$ cat src/rtl/mem_arbiter_if.sv
// Two requester ports plus the shared 8x8 memory bus seen by mem_arbiter.
// slave = arbiter side, master = requesters and memory side.
interface mem_arbiter_if;
  localparam int unsigned AW = 3;
  localparam int unsigned DW = 8;

  logic          a_req;
  logic          a_we;
  logic [AW-1:0] a_addr;
  logic [DW-1:0] a_wdata;
  logic          a_ack;
  logic [DW-1:0] a_rdata;

  logic          b_req;
  logic          b_we;
  logic [AW-1:0] b_addr;
  logic [DW-1:0] b_wdata;
  logic          b_ack;
  logic [DW-1:0] b_rdata;

  logic          mem_rw;
  logic [AW-1:0] mem_addr;
  logic [DW-1:0] mem_wdata;
  logic [DW-1:0] mem_rdata;
  logic          busy;

  modport slave (
    input  a_req, a_we, a_addr, a_wdata,
    output a_ack, a_rdata,
    input  b_req, b_we, b_addr, b_wdata,
    output b_ack, b_rdata,
    output mem_rw, mem_addr, mem_wdata,
    input  mem_rdata,
    output busy
  );

  modport master (
    output a_req, a_we, a_addr, a_wdata,
    input  a_ack, a_rdata,
    output b_req, b_we, b_addr, b_wdata,
    input  b_ack, b_rdata,
    input  mem_rw, mem_addr, mem_wdata,
    output mem_rdata,
    input  busy
  );
endinterface

$ cat src/rtl/mem_arbiter.sv
// Round-robin arbiter sharing one 8x8 memory between ports A and B:
// latch a request, run one access cycle, then pulse the winner's ack.
module mem_arbiter (
  input  logic         clk,
  input  logic         rst_n,
  mem_arbiter_if.slave bus
);
  localparam int unsigned AW = 3;
  localparam int unsigned DW = 8;

  typedef enum logic [1:0] {
    IDLE    = 2'b00,
    ACCESS  = 2'b01,
    DONE    = 2'b10,
    ILLEGAL = 2'b11
  } state_t;

  state_t        state, state_d;
  logic          last_b, last_b_d;
  logic          sel_b, sel_b_d;
  logic          lat_we, lat_we_d;
  logic [AW-1:0] lat_addr, lat_addr_d;
  logic [DW-1:0] lat_wdata, lat_wdata_d;
  logic          mem_rw, mem_rw_d;
  logic          a_ack, a_ack_d;
  logic          b_ack, b_ack_d;
  logic          busy, busy_d;
  logic [DW-1:0] a_rdata, a_rdata_d;
  logic [DW-1:0] b_rdata, b_rdata_d;
  logic          grant_b_c;

  // B wins when alone, or under contention when A was served last.
  assign grant_b_c = bus.b_req && (!bus.a_req || !last_b);

  always_ff @(posedge clk or negedge rst_n) begin
    if (!rst_n) state <= IDLE;
    else        state <= state_d;
  end

  always_comb begin
    state_d     = state;
    last_b_d    = last_b;
    sel_b_d     = sel_b;
    lat_we_d    = lat_we;
    lat_addr_d  = lat_addr;
    lat_wdata_d = lat_wdata;
    mem_rw_d    = 1'b0;
    a_ack_d     = 1'b0;
    b_ack_d     = 1'b0;
    busy_d      = 1'b0;
    a_rdata_d   = a_rdata;
    b_rdata_d   = b_rdata;
    case (state)
      IDLE: begin
        if (bus.a_req || bus.b_req) begin
          sel_b_d     = grant_b_c;
          last_b_d    = grant_b_c;
          lat_we_d    = grant_b_c ? bus.b_we    : bus.a_we;
          lat_addr_d  = grant_b_c ? bus.b_addr  : bus.a_addr;
          lat_wdata_d = grant_b_c ? bus.b_wdata : bus.a_wdata;
          mem_rw_d    = lat_we_d;
          busy_d      = 1'b1;
          state_d     = ACCESS;
        end
      end
      ACCESS: begin
        busy_d  = 1'b1;
        a_ack_d = !sel_b;
        b_ack_d = sel_b;
        if (!lat_we) begin
          if (sel_b) b_rdata_d = bus.mem_rdata;
          else       a_rdata_d = bus.mem_rdata;
        end
        state_d = DONE;
      end
      DONE:    state_d = IDLE;
      default: state_d = IDLE;
    endcase
  end

  // Outputs and latched request fields are all flops, so mem_rw is glitch-free.
  always_ff @(posedge clk or negedge rst_n) begin
    if (!rst_n) begin
      last_b    <= 1'b1;
      sel_b     <= 1'b0;
      lat_we    <= 1'b0;
      lat_addr  <= '0;
      lat_wdata <= '0;
      mem_rw    <= 1'b0;
      a_ack     <= 1'b0;
      b_ack     <= 1'b0;
      busy      <= 1'b0;
      a_rdata   <= '0;
      b_rdata   <= '0;
    end else begin
      last_b    <= last_b_d;
      sel_b     <= sel_b_d;
      lat_we    <= lat_we_d;
      lat_addr  <= lat_addr_d;
      lat_wdata <= lat_wdata_d;
      mem_rw    <= mem_rw_d;
      a_ack     <= a_ack_d;
      b_ack     <= b_ack_d;
      busy      <= busy_d;
      a_rdata   <= a_rdata_d;
      b_rdata   <= b_rdata_d;
    end
  end

  assign bus.a_ack     = a_ack;
  assign bus.b_ack     = b_ack;
  assign bus.a_rdata   = a_rdata;
  assign bus.b_rdata   = b_rdata;
  assign bus.mem_rw    = mem_rw;
  assign bus.mem_addr  = lat_addr;
  assign bus.mem_wdata = lat_wdata;
  assign bus.busy      = busy;
endmodule

$ cat src/flat_wrapper.sv
// flat-port wrapper written by rule: the top's interface ports become plain ports
module mem_arbiter_flat 
  (clk, rst_n, bus_a_req, bus_a_we, bus_a_addr, bus_a_wdata, bus_a_ack, bus_a_rdata, bus_b_req, bus_b_we, bus_b_addr, bus_b_wdata, bus_b_ack, bus_b_rdata, bus_mem_rw, bus_mem_addr, bus_mem_wdata, bus_mem_rdata, bus_busy);
  mem_arbiter_if bus_i ();
  input  logic clk;
  input  logic rst_n;
  input wire logic [$bits(bus_i.a_req)-1:0] bus_a_req;
  input wire logic [$bits(bus_i.a_we)-1:0] bus_a_we;
  input wire logic [$bits(bus_i.a_addr)-1:0] bus_a_addr;
  input wire logic [$bits(bus_i.a_wdata)-1:0] bus_a_wdata;
  output wire logic [$bits(bus_i.a_ack)-1:0] bus_a_ack;
  output wire logic [$bits(bus_i.a_rdata)-1:0] bus_a_rdata;
  input wire logic [$bits(bus_i.b_req)-1:0] bus_b_req;
  input wire logic [$bits(bus_i.b_we)-1:0] bus_b_we;
  input wire logic [$bits(bus_i.b_addr)-1:0] bus_b_addr;
  input wire logic [$bits(bus_i.b_wdata)-1:0] bus_b_wdata;
  output wire logic [$bits(bus_i.b_ack)-1:0] bus_b_ack;
  output wire logic [$bits(bus_i.b_rdata)-1:0] bus_b_rdata;
  output wire logic [$bits(bus_i.mem_rw)-1:0] bus_mem_rw;
  output wire logic [$bits(bus_i.mem_addr)-1:0] bus_mem_addr;
  output wire logic [$bits(bus_i.mem_wdata)-1:0] bus_mem_wdata;
  input wire logic [$bits(bus_i.mem_rdata)-1:0] bus_mem_rdata;
  output wire logic [$bits(bus_i.busy)-1:0] bus_busy;
  assign bus_i.a_req = bus_a_req;
  assign bus_i.a_we = bus_a_we;
  assign bus_i.a_addr = bus_a_addr;
  assign bus_i.a_wdata = bus_a_wdata;
  assign bus_a_ack = bus_i.a_ack;
  assign bus_a_rdata = bus_i.a_rdata;
  assign bus_i.b_req = bus_b_req;
  assign bus_i.b_we = bus_b_we;
  assign bus_i.b_addr = bus_b_addr;
  assign bus_i.b_wdata = bus_b_wdata;
  assign bus_b_ack = bus_i.b_ack;
  assign bus_b_rdata = bus_i.b_rdata;
  assign bus_mem_rw = bus_i.mem_rw;
  assign bus_mem_addr = bus_i.mem_addr;
  assign bus_mem_wdata = bus_i.mem_wdata;
  assign bus_i.mem_rdata = bus_mem_rdata;
  assign bus_busy = bus_i.busy;
  mem_arbiter u_core (.clk(clk), .rst_n(rst_n), .bus(bus_i));
endmodule
$ cat config.mk
export PLATFORM = sky130hd
export DESIGN_NAME = mem_arbiter_flat
export DESIGN_NICKNAME = d
export VERILOG_FILES = /design/src/rtl/mem_arbiter_if.sv /design/src/rtl/mem_arbiter.sv /design/src/flat_wrapper.sv
export SDC_FILE = /design/constraint.sdc
export NUM_CORES = 1
export LEC_CHECK = 0
export ABC_CLOCK_PERIOD_IN_PS = 1600
export CELL_PAD_IN_SITES_DETAIL_PLACEMENT = 1
export CELL_PAD_IN_SITES_GLOBAL_PLACEMENT = 2
export CORE_ASPECT_RATIO = 0.6
export CORE_MARGIN = 5
export CORE_UTILIZATION = 22
export CTS_CLUSTER_SIZE = 40
export DETAILED_ROUTE_END_ITERATION = 10
export PLACE_DENSITY_LB_ADDON = 0.25
export SETUP_SLACK_MARGIN = 0.1
export SYNTH_ARGS = -nofsm -noshare
export SYNTH_HDL_FRONTEND = slang
export SYNTH_SLANG_ARGS = --single-unit
$ cat constraint.sdc
create_clock -name clk -period 1.6 [get_ports clk]
set_clock_uncertainty 0.15 [all_clocks]
set_input_delay 0.32 -clock clk [delete_from_list [all_inputs] [get_ports clk]]
set_output_delay 0.32 -clock clk [all_outputs]
set_load 0.02 [all_outputs]
Yosys cells after proc, flatten, opt, wreduce, memory -nomap -nowiden
Index checks and enable logic that the tools add are counted.
{"block": "word_totals", "wordCells": 37, "inputBits": 36, "mem_bits_ro": 0, "output_inout_bits": 31, "latch_bits": 0, "mem_bits_rw": 0, "mem_count": 0, "register_bits": 36}
{"block": "op_classes", "mul": 0, "n_addsub": 0, "muxes": 11, "n_shift": 0, "div_mod_pow": 0, "bitwise_logic": 2, "n_reduce_logical": 10, "n_eq_ne": 2, "n_lt_le_gt_ge": 0}
{"cell": "2-to-1 mux 8 bit", "n": 1}
{"cell": "2-to-1 mux 1 bit", "n": 6}
{"cell": "AND reduction 3 bit", "n": 2}
{"cell": "one-hot mux 2 bit (2 select lines)", "n": 1}
{"cell": "zero test 1 bit", "n": 3}
{"cell": "2-to-1 mux 3 bit", "n": 1}
{"cell": "equality test 2 x 1 -> 1 bit (second input constant)", "n": 1}
{"cell": "zero test 2 bit", "n": 1}
{"cell": "logical OR 1 bit", "n": 2}
{"cell": "2-to-1 mux 2 bit", "n": 1}
{"cell": "inequality test 2 x 1 -> 1 bit (second input constant)", "n": 1}
{"cell": "NOT 1 bit", "n": 2}
{"cell": "one-hot mux 1 bit (2 select lines)", "n": 1}
{"cell": "AND reduction 2 bit", "n": 1}
{"cell": "logical AND 1 bit", "n": 1}

Depth between registers and ports, before layout
{"block": "logic_depth", "depth_word": 6, "mapped_depth": 6, "depth_no_buf": 4}

Worst setup path after synthesis
Ideal clock, no wire load.
{"block": "synth_path", "path_type": "reg2reg", "startpoint": "reg u_core.state[1]", "endpoint": "reg u_core.b_rdata[0], in the netlist u_core.bus.b_rdata[0]", "setup_slack_ns": 0.077, "setup_time_ns": 0.125, "n_path_buf": 0, "synth_period_minus_slack_ns": 1.523, "path_stages_with_launch": 4, "arrival_time_ns": 1.248, "cell_sequence": "dfrtp_1 nand2b_4 nor3b_4 mux2_2"}
{"block": "synth_between", "elab_chain_cells": 2}
{"element": "start, declared", "line": "mem_arbiter.sv:18", "source": "state_t state, state_d;"}
{"element": "start signal, assigned", "line": "mem_arbiter.sv:37", "source": "else state <= state_d;"}
{"element": "equality test 2 x 1 -> 1 bit", "line": "mem_arbiter.sv:53", "source": "case (state)"}
{"element": "AND reduction 3 bit (no source line)"}
{"element": "end signal, assigned", "line": "mem_arbiter.sv:106", "source": "b_rdata <= b_rdata_d;"}
{"element": "end, declared", "line": "mem_arbiter.sv:29", "source": "logic [DW-1:0] b_rdata, b_rdata_d;"}
No other way between the ends.
A chain may end at the register's enable or synchronous reset.

Worst setup path after layout
Ends and elaborated chain as after synthesis.

==> results.py <==
metrics = {
    "pwr": {
        "vdd_ir_drop_max_mv": 0.490,
        "powerDensity_nw_per_um2": 1880,
        "leakage_nw": 1.09,
    },
    "route": {
        "met3_length_um": 235,
        "first_pass_iters": 4,
        "totalWireLength_mm": 4.94,
        "wire_per_inst_um": 16.9,
        "ant_nets": 0,
        "routed_via_density": 4.30,
        "wl_met2_mm": 2.51,
        "wl_met1_mm": 2.14,
        "top_layer_used": "met4",
        "drc": 0,
        "vias": 1257,
        "drt-initial-drc-count": 19,
    },
    "synthesis": {
        "ys_ff_latch": 36,
        "ys_warn_count": 0,
        "synth-edff-count": 0,
        "synthCells": 123,
        "synth_top_area_cell": "dfrtp_1",
        "synthesis.nets": 159,
        "ys_top_cells_by_count": "35 x dfrtp_1, 23 x nand2_1, 16 x mux2_2",
        "synth_cell_types": 20,
        "synthArstFlopShare_pct": 100,
        "synth_top_area_share_pct": 59.7,
        "synth_ff_type": "dfrtp_1",
        "avgSynthCellArea_sq_um": 11.9,
        "synth.cell_area_sq_um": 1470,
        "synth.area.top_cells": "dfrtp_1 60%, mux2_2 12%, nand2_1 5.9%, a31oi_1 5.1%, a21oi_1 4.8%",
        "synthMostInstantiatedCell": "dfrtp_1",
        "ys_seq_area_share_pct": 61.5,
    },
    "setup_path": {
        "cp.required_ns": 1.61,
        "critPathMaxFanout": 8,
        "reg2reg_slack_ns": 0.09,
        "critPathLaunchType": "flop",
        "setup.worst_path.end_class": "flop",
        "critPathLaunch": "u_core.state[1]$_DFFE_PN0P_",
        "path_class": "flop to flop",
        "r2r-end": "u_core.bus.b_rdata[0]$_DFFE_PN0P_",
        "cp_data_arrival_time_ns": 1.53,
        "r2r_cells": 4,
        "crit_path_end": "u_core.bus.b_rdata[0]$_DFFE_PN0P_",
        "r2r-start": "u_core.state[1]$_DFFE_PN0P_",
    },
    "die": {
        "start_util_pct": 22.3,
        "die_x_um": 115,
        "core_area_sq_um": 6590,
        "dieArea_sq_um": 8460,
        "die_h_um": 73.3,
        "ios": 67,
        "std_cell_rows": 23,
    },
    "hold_path": {
        "hp-class": "input port to flop",
    },
    "timing": {
        "timing.slew.headroom_pct": 72.2,
        "finalHoldViolCount": 0,
        "min_period_ns": 1.51,
        "rsz0062_at_grt": "true",
        "fin_crit_sh_pct": 94.6,
        "fin_ws_ns": 0.0871,
        "whs_ns": 0.304,
        "setup_violations": 0,
        "setup_tns_ns": 0,
        "drv_slew": 0,
        "worst_pin_slew_ns": 0.417,
        "fmax_ghz": 0.661,
    },
    "placement": {
        "place_inst": 281,
        "dpl.hpwl_mm": 3.76,
        "place.gp.congestion": 0.753,
        "port_buffers": 66,
        "dpl_worst_slack_ns": -0.277,
    },
    "cts": {
        "root_buffer": "clkbuf_8",
        "h-tree-depth": 2,
        "clkSlewWorstSetupHoldPaths_ns": 0.07,
        "clk_latency_ns": 0.28,
        "cts_sinks": 36,
        "cts_made_buffers": 5,
        "clock_path_buffers": 2,
        "cts_tree": "done",
    },
    "status": {
        "status": "completed",
    },
    "global_route": {
        "first_global_vias": 1444,
        "track_usage_pct": 12.4,
        "grt_max_degree": 22,
        "antenna_found_initial": 0,
        "grt_pass1_wl_mm": 7.87,
        "overflow": 0,
    },
    "cells_and_area": {
        "diodes": 0,
        "final_cells": 292,
        "final_util_pct": 37.4,
        "area_growth_pct": 68.1,
        "nets": 240,
        "drive_gt1_share_pct": 21.5,
    },
    "run": {
        "cap_violations": 0,
    },
}
==> metrics by stage <==
step	area, sq um	power [mW]
2_1_floorplan	1470	2.84
3_3_place_gp	2330	4.01
3_5_place_dp	2330	4.10
4_1_cts	2430	4.62
5_1_grt	2470	4.95
6_report	2470	4.64
==> power breakdown <==
| group | internal [mW] | total [mW] | leakage (nW) | switching [mW] |
|---|---|---|---|---|
| logic | 1.06 | 2.29 | 0.615 | 1.23 |
| registers | 1.37 | 1.64 | 0.427 | 0.277 |
| clock network | 0.393 | 0.706 | 0.0515 | 0.313 |
==> layout by cell type, fill, tap and decap left out, drive strengths merged, types with 2 or more instances in the layout <==
cell type / count
buf: 13
nor2: 5
nand2: 23
a21oi: 14
clkdlybuf4s50: 32
a31oi: 12
clkinvlp: 2
clkbuf: 8
dlygate4sd2: 23
mux2: 16
dfrtp: 35
clkdlybuf4s15: 10
==> sequential cells by signal (all words and copies together) (netlist names) <==
| name | count |
|---|---|
| u_core.last_b | 1 |
| u_core.bus.mem_wdata | 8 |
| u_core.bus.mem_addr | 3 |
| u_core.state | 2 |
| u_core.bus.b_ack | 1 |
| u_core.bus.b_rdata | 8 |
| u_core.bus.a_ack | 1 |
| u_core.sel_b | 1 |
| u_core.bus.mem_rw | 1 |
| u_core.bus.a_rdata | 8 |
| u_core.lat_we | 1 |
| u_core.bus.busy | 1 |
==> worst min path at each step <==
stage	startpoint	to	slack [ns]	depth (start not counted)
after floorplan	rst_n	u_core.bus.a_ack$_DFF_PN0_	-0.13	0
after detailed placement	rst_n	u_core.bus.mem_wdata[0]$_DFFE_PN0P_	0.12	1
after global routing	bus_a_req	u_core.last_b$_DFFE_PN1P_	0.32	3
final	bus_a_req	u_core.last_b$_DFFE_PN1P_	0.30	3
after global placement	rst_n	u_core.bus.mem_wdata[0]$_DFFE_PN0P_	0.12	1
after CTS	bus_a_req	u_core.last_b$_DFFE_PN1P_	0.30	3
==> final cells by class <==
cell class                 count  area (sq um)
fill                         731          4120
multi-input combinational     79           561
timing repair buffer          79           777
sequential                    36           902
timing repair inverter         1          7.51
tap                           87           109
clock buffer                   8           100
inverter                       2          11.3
==> what timing repair did <==
| item | 4_1_cts | 5_1_grt |
|---|---|---|
| setup endpoints to repair | 51 | 24 |
| hold buffers | 1 | 0 |
| cloned | 1 | 0 |
| resized for setup | 37 | 18 |
| hold endpoints to repair | 14 | 0 |
| buffers inserted | 1 | 0 |
| pin swaps | 4 | 1 |
==> routing by layer <==
layer | vias up | global-route usage, %
li1 | 590 | -
met1 | 630 | 15.1
met2 | 30 | 21.7
met3 | 7 | 3.54
met4 | 0 | 3.13
met5 | - | 0
==> kinds of logic after synthesis <==
kind of cell | count (synthesis) | synth area share (%)
AOI/OAI and AO/OA | 29 | 11.7
buffers and inverters | 8 | 2.56
DFF | 36 | 61.5
muxes | 17 | 13.0
and+or+nand+nor | 33 | 11.3
==> worst max-delay path: stages (launching register included) <==
cell and delay [ns]:
dfrtp_1 0.38, nand2b_4 0.17, nor3b_4 0.22, buf_12 0.17, mux2_4 0.30
No activity file was read; power rests on OpenSTA's default activity.
